**config.mk**
```make
export PLATFORM = sky130hd
export DESIGN_NAME = operand_pipe_reg
export DESIGN_NICKNAME = d
export VERILOG_FILES = /design/src/rtl/operand_pipe_pkg.sv /design/src/rtl/operand_pipe_reg_entry.sv /design/src/rtl/operand_pipe_reg.sv
export SDC_FILE = /design/constraint.sdc
export NUM_CORES = 1
export LEC_CHECK = 0
export CORE_MARGIN = 5
export CORE_UTILIZATION = 24
export CTS_CLUSTER_SIZE = 24
export DETAILED_ROUTE_END_ITERATION = 10
export DONT_BUFFER_PORTS = 1
export SYNTH_ARGS = -nofsm -noshare
export SYNTH_HDL_FRONTEND = slang
export SYNTH_SLANG_ARGS = --single-unit
```
**constraint.sdc**
```tcl
create_clock -name i_clock -period 5.2 [get_ports i_clock]
set_clock_uncertainty 0.1 [all_clocks]
set_input_delay 0.52 -clock i_clock [delete_from_list [all_inputs] [get_ports i_clock]]
set_output_delay 0.52 -clock i_clock [all_outputs]
set_load 0.03 [all_outputs]
```
**src/rtl/operand_pipe_pkg.sv**
```systemverilog
// operand_pipe_pkg: shared defaults and entry layout for the operand pipe register.
package operand_pipe_pkg;
    localparam int DEF_WIDTH = 16;
    localparam int DEF_NCH   = 2;
    localparam int DEF_AW    = 3;

    typedef struct packed {
        logic [DEF_NCH-1:0][DEF_WIDTH-1:0] data;
        logic [DEF_NCH-1:0][DEF_AW-1:0]    addr;
    } entry_t;
endpackage

```
**src/rtl/operand_pipe_reg_entry.sv**
```systemverilog
// operand_entry: one operand slot with load, per-channel writeback patch and clear.
module operand_entry
    import operand_pipe_pkg::*;
#(
    parameter int WIDTH = DEF_WIDTH,
    parameter int NCH   = DEF_NCH,
    parameter int AW    = DEF_AW
) (
    input  logic                 i_clock,
    input  logic                 i_reset_n,
    input  logic                 i_flush,
    input  logic                 i_load,
    input  logic                 i_valid_d,
    input  logic [NCH*WIDTH-1:0] i_load_data,
    input  logic [NCH*AW-1:0]    i_load_addr,
    input  logic                 i_wb_en,
    input  logic [AW-1:0]        i_wb_addr,
    input  logic [WIDTH-1:0]     i_wb_data,
    output logic                 o_valid,
    output logic [NCH*WIDTH-1:0] o_data,
    output logic [NCH*AW-1:0]    o_addr
);
    logic                 r_valid;
    logic [NCH*WIDTH-1:0] r_data;
    logic [NCH*AW-1:0]    r_addr;
    logic [NCH*WIDTH-1:0] w_data_d;
    logic [NCH*AW-1:0]    w_addr_d;

    // The same compare serves forwarding on load and patching while held.
    always_comb begin
        w_addr_d = i_load ? i_load_addr : r_addr;
        w_data_d = i_load ? i_load_data : r_data;
        for (int c = 0; c < NCH; c++)
            if (i_wb_en && (i_load || r_valid) && w_addr_d[c*AW +: AW] == i_wb_addr)
                w_data_d[c*WIDTH +: WIDTH] = i_wb_data;
    end

    always_ff @(posedge i_clock or negedge i_reset_n) begin
        if (!i_reset_n) begin
            r_valid <= 1'b0;
            r_data  <= '0;
            r_addr  <= '0;
        end else begin
            r_valid <= i_valid_d;
            if (!i_flush) begin
                r_data <= w_data_d;
                r_addr <= w_addr_d;
            end
        end
    end

    assign o_valid = r_valid;
    assign o_data  = r_data;
    assign o_addr  = r_addr;
endmodule

```
**src/rtl/operand_pipe_reg.sv**
```systemverilog
// operand_pipe_reg: 2-entry in-order operand buffer between register-file read and the ALU.
module operand_pipe_reg
    import operand_pipe_pkg::*;
#(
    parameter int WIDTH = DEF_WIDTH,
    parameter int NCH   = DEF_NCH,
    parameter int AW    = DEF_AW
) (
    input  logic                 i_clock,
    input  logic                 i_reset_n,
    input  logic                 i_p3,
    input  logic                 i_flush,
    input  logic                 i_in_valid,
    output logic                 o_in_ready,
    input  logic [NCH*AW-1:0]    i_src_addr,
    input  logic [NCH*WIDTH-1:0] i_src_data,
    input  logic                 i_wb_en,
    input  logic [AW-1:0]        i_wb_addr,
    input  logic [WIDTH-1:0]     i_wb_data,
    output logic                 o_out_valid,
    input  logic                 i_out_ready,
    output logic [NCH*WIDTH-1:0] o_out_data,
    output logic [1:0]           o_occupancy
);
    // Index 0 is the main entry facing the ALU, index 1 the skid entry.
    logic                 w_valid   [2];
    logic [NCH*WIDTH-1:0] w_data    [2];
    logic [NCH*AW-1:0]    w_addr    [2];
    logic                 w_load    [2];
    logic                 w_vd      [2];
    logic [NCH*WIDTH-1:0] w_ld_data [2];
    logic [NCH*AW-1:0]    w_ld_addr [2];
    logic                 w_accept;
    logic                 w_drain;
    logic [1:0]           r_occupancy;

    always_comb begin
        o_in_ready   = !w_valid[1] && !i_flush;
        w_accept     = i_p3 && i_in_valid && o_in_ready;
        w_drain      = w_valid[0] && i_out_ready;
        w_load[0]    = !i_flush && (w_valid[1] ? w_drain : w_accept && (!w_valid[0] || w_drain));
        w_load[1]    = w_accept && w_valid[0] && !w_drain;
        w_vd[0]      = !i_flush && (w_load[0] || (w_valid[0] && !w_drain));
        w_vd[1]      = !i_flush && (w_load[1] || (w_valid[1] && !w_drain));
        w_ld_data[0] = w_valid[1] ? w_data[1] : i_src_data;
        w_ld_addr[0] = w_valid[1] ? w_addr[1] : i_src_addr;
        w_ld_data[1] = i_src_data;
        w_ld_addr[1] = i_src_addr;
    end

    for (genvar e = 0; e < 2; e++) begin : g_entry
        operand_entry #(.WIDTH(WIDTH), .NCH(NCH), .AW(AW)) u_entry (
            .i_clock     (i_clock),
            .i_reset_n   (i_reset_n),
            .i_flush     (i_flush),
            .i_load      (w_load[e]),
            .i_valid_d   (w_vd[e]),
            .i_load_data (w_ld_data[e]),
            .i_load_addr (w_ld_addr[e]),
            .i_wb_en     (i_wb_en),
            .i_wb_addr   (i_wb_addr),
            .i_wb_data   (i_wb_data),
            .o_valid     (w_valid[e]),
            .o_data      (w_data[e]),
            .o_addr      (w_addr[e])
        );
    end

    always_ff @(posedge i_clock or negedge i_reset_n) begin
        if (!i_reset_n) r_occupancy <= 2'd0;
        else            r_occupancy <= {1'b0, w_vd[0]} + {1'b0, w_vd[1]};
    end

    assign o_out_valid = w_valid[0];
    assign o_out_data  = w_data[0];
    assign o_occupancy = r_occupancy;
endmodule

```
==> results.md <==
- Leading area contributor after synthesis: dfrtp_1
- CTS tree: yes
- Vias in the first global route: 3,769
- Clock Latency Late Sink: 0.35 ns
- Total gr overflow: 0
- Die width: approximately 150 µm
- Share of cells above drive strength 1: between 10% and 20%
- Critical Path RT: around 5.3 ns
- Period utilization: 74.9%
- CP top delay family: compound AO/OA/AOI/OAI gates
- WL met2: 7.39 mm
- Full die area: 23,100 µm²
- Sum of negative setup slack: 0 ns
- Worst vdd ir: roughly 0.18 mV
- Final min period: slightly below 4 ns
- Largest net degree at the start of global routing: 81
- Cell variety after synth: 43
- Crit-path max FO: 36
- Cell Pwr Density: approximately 370 nW/µm²
- Critical path type: reg2reg
- Synth Instances: 430
- Via-to-Cell Ratio: ~5.2
- Wire length per cell: between 20 and 25 µm
- GPL Wtd Cong: around 0.79
- RSZ-0062 raised after global routing: no
- # port buffers: 0
- Final setup fails: 0
- WP data arrival: 3.96 ns
- Die height: roughly 150 µm
- Final hold vios: 0
- #FFs+latches synth: 80
- Final count of pins violating max slew: 0
- Setup crit end kind: flip-flop
- FP Rows: 52
- CP max-delay cell: a21oi_2
- F_max: about 0.26 GHz
- Avg Inst Size Synth: about 11 µm²
- Vias: around 3,600
- Initial antenna violation count: 0
- Post-CTS resize count: 0
- Core Area: roughly 20,000 µm²
- # nets final: 480
- Initial Util: roughly a quarter
- DR pass1 iterations: 4
- Max-cap violations: 0
- Startpoint types: flip-flop
- Drc violations: 0
- WL met1: 6.27 mm
- Detailed Route Iter0 Violations: about 290
- Sequential share of the synthesized area: 41.4%
- Synthesized cell area: approximately 4800 µm²
- Final wirelength: between 15 and 20 mm
- Global-route wire length before repair: between 20 and 25 mm
- Top sig layer: met4
- # clock sinks: 80
- Pre-CTS setup slack: between 1 and 1.5 ns
- CP cell instances: nor2b_1, nor4_4, buf_4, a211oi_1, nor4_4, buf_4, a21oi_2, a221oi_1
- Worst-margin pin slew: approximately 1.2 ns
- CTS buffer count: 9
- Synth Warn #: 0
- Clk slew on worst S/H paths: about 0.06 ns
- Area grow syn2layout: 11.5%
- Clock buffer depth: 2
- # IOs: 100
- Status: completed
- Worst min-delay path class: in2reg
- Synth area leaders: dfrtp_1, mux2i_1, a221oi_2
- Post-DP HPWL: 11.0 mm
- Worst Slack Setup Final: 1.31 ns
- Static Leak: 0.00221 µW
- Antenna diodes: 0
- Filler cells: approximately 2,100
- Final ANT Viol Nets: 0
- CP bufs+invs: 2
- Wire length on met3: between 1 and 1.5 mm
- Mapped Nets: about 500
- CTS Root Buffer Type: clkbuf_16
- Gr usage total: 13.3%
- CP max stage delay: 0.94 ns
- Synth top area share: 41.4%
- Slew headroom: 18.8%
- H-tree depth: 3
## sequential cells by signal, summed over array words and instances, names as in the netlist
signal and cells:
g_entry.u_entry.o_data 64, o_occupancy 2, g_entry.u_entry.o_valid 2, g_entry.u_entry.o_addr 12
## metal layers
| layer | track usage (%) | vias up |
|---|---|---|
| met5 | 0 | - |
| li1 | - | 1648 |
| met4 | 4.41 | 0 |
| met1 | 16.0 | 1829 |
| met2 | 21.2 | 117 |
| met3 | 6.00 | 18 |
## power by group
part	internal [µW]	total, µW	switching (µW)	leakage [µW]
logic	150	311	160	0.00108
registers	741	960	219	0.000977
clock network	436	704	268	0.000157
total	1330	1970	647	0.00221
## per-stage QoR
stage / utilization [%] / instance area (µm²) / instances / hold slack [ns] / power, µW
after global placement: 25.1 / 5030 / 672 / 0.131 / 1260
after detailed placement: 25.1 / 5030 / 672 / 0.131 / 1270
after floorplan: - / 4840 / 430 / 0.124 / 1180
final: 26.9 / 5390 / 690 / 0.163 / 1970
after global routing: 26.9 / 5390 / 690 / 0.159 / 2050
after CTS: 26.9 / 5390 / 690 / 0.155 / 1990
## area by class of cell
type / instances / area (µm²) / area share (%)
inverters: 20 / 75.1 / 1.39
clock inverters: 4 / 77.6 / 1.44
repair buffers: 11 / 105 / 1.95
clock buffers: 12 / 246 / 4.57
well taps: 270 / 338 / 6.26
flip-flops and latches: 80 / 2000 / 37.1
multi-input cells: 293 / 2550 / 47.3
## repair_timing
| item | 4_1_cts | 5_1_grt |
|---|---|---|
| hold buffers | 2 | 0 |
| hold endpoints to repair | 80 | 0 |
| endpoints found under the setup margin | 0 | 0 |
| setup buffers | 0 | 0 |
## path summary, 6_finish.rpt
check,start,depth (start not counted),endpoint,slack (ns)
max,g_entry[1].u_entry.o_valid$_DFF_PN0_,8,g_entry[0].u_entry.o_data[16]$_DFFE_PN0P_,1.31
min,i_flush,1,g_entry[0].u_entry.o_valid$_DFF_PN0_,0.16
max reg2reg,g_entry[1].u_entry.o_valid$_DFF_PN0_,8,g_entry[0].u_entry.o_data[16]$_DFFE_PN0P_,1.31
min reg2reg,g_entry[1].u_entry.o_data[30]$_DFFE_PN0P_,1,g_entry[1].u_entry.o_data[30]$_DFFE_PN0P_,0.40
max in group asynchronous,i_reset_n,2,g_entry[1].u_entry.o_addr[3]$_DFFE_PN0N_,4.02
min in group asynchronous,i_reset_n,2,g_entry[1].u_entry.o_valid$_DFF_PN0_,0.65
## placed cells by master, fill, tap and decap left out, types with 3 or more instances in the layout
cell type / synthesis / routed
o21ai_0: 11 / 11
inv_1: 19 / 19
mux2i_1: 70 / 70
nor4_4: 3 / 3
nand2_1: 7 / 7
o22a_1: 32 / 32
dfrtp_1: 80 / 79
a221oi_1: 10 / 10
and3_1: 4 / 4
xnor2_1: 4 / 4
buf_4: 3 / 9
o41ai_1: 6 / 6
nor2_1: 33 / 33
nand3_1: 4 / 4
nor2b_1: 3 / 3
a211oi_1: 36 / 36
clkbuf_16: 0 / 9
a221oi_2: 22 / 22
o211a_1: 6 / 6
a21oi_1: 6 / 6
a21oi_2: 5 / 5
a41oi_1: 6 / 6
## cell usage after synthesis, drive strengths merged
master / n
nor3: 4
a21o: 1
nand2b: 2
mux2: 2
xnor2: 4
nand2: 7
a211oi: 38
a41oi: 6
clkbuf: 14
o22a: 32
and2: 2
o41ai: 6
and2b: 1
mux2i: 70
or2b: 1
o221ai: 2
nand3: 4
o211a: 6
nor2b: 3
a32oi: 2
inv: 20
and3: 4
o21ai: 12
ha: 1
nand3b: 1
nand4bb: 1
nor2: 33
dfrtp: 80
nand4: 1
nor4bb: 1
a221oi: 32
a21oi: 11
nor4: 3
buf: 23
## cells by family after synthesis
kind of cell               after synthesis  share of synthesized area, %
AOI/OAI and AO/OA                      148                          28.5
buffers and inverters                   57                          5.92
adders and majority gates                1                         0.259
muxes                                   72                          15.0
DFF                                     80                          41.4
and+or+nand+nor                         68                          8.28
xor gates and xnor gates                 4                         0.724
Power figures use the tool's default switching activity.
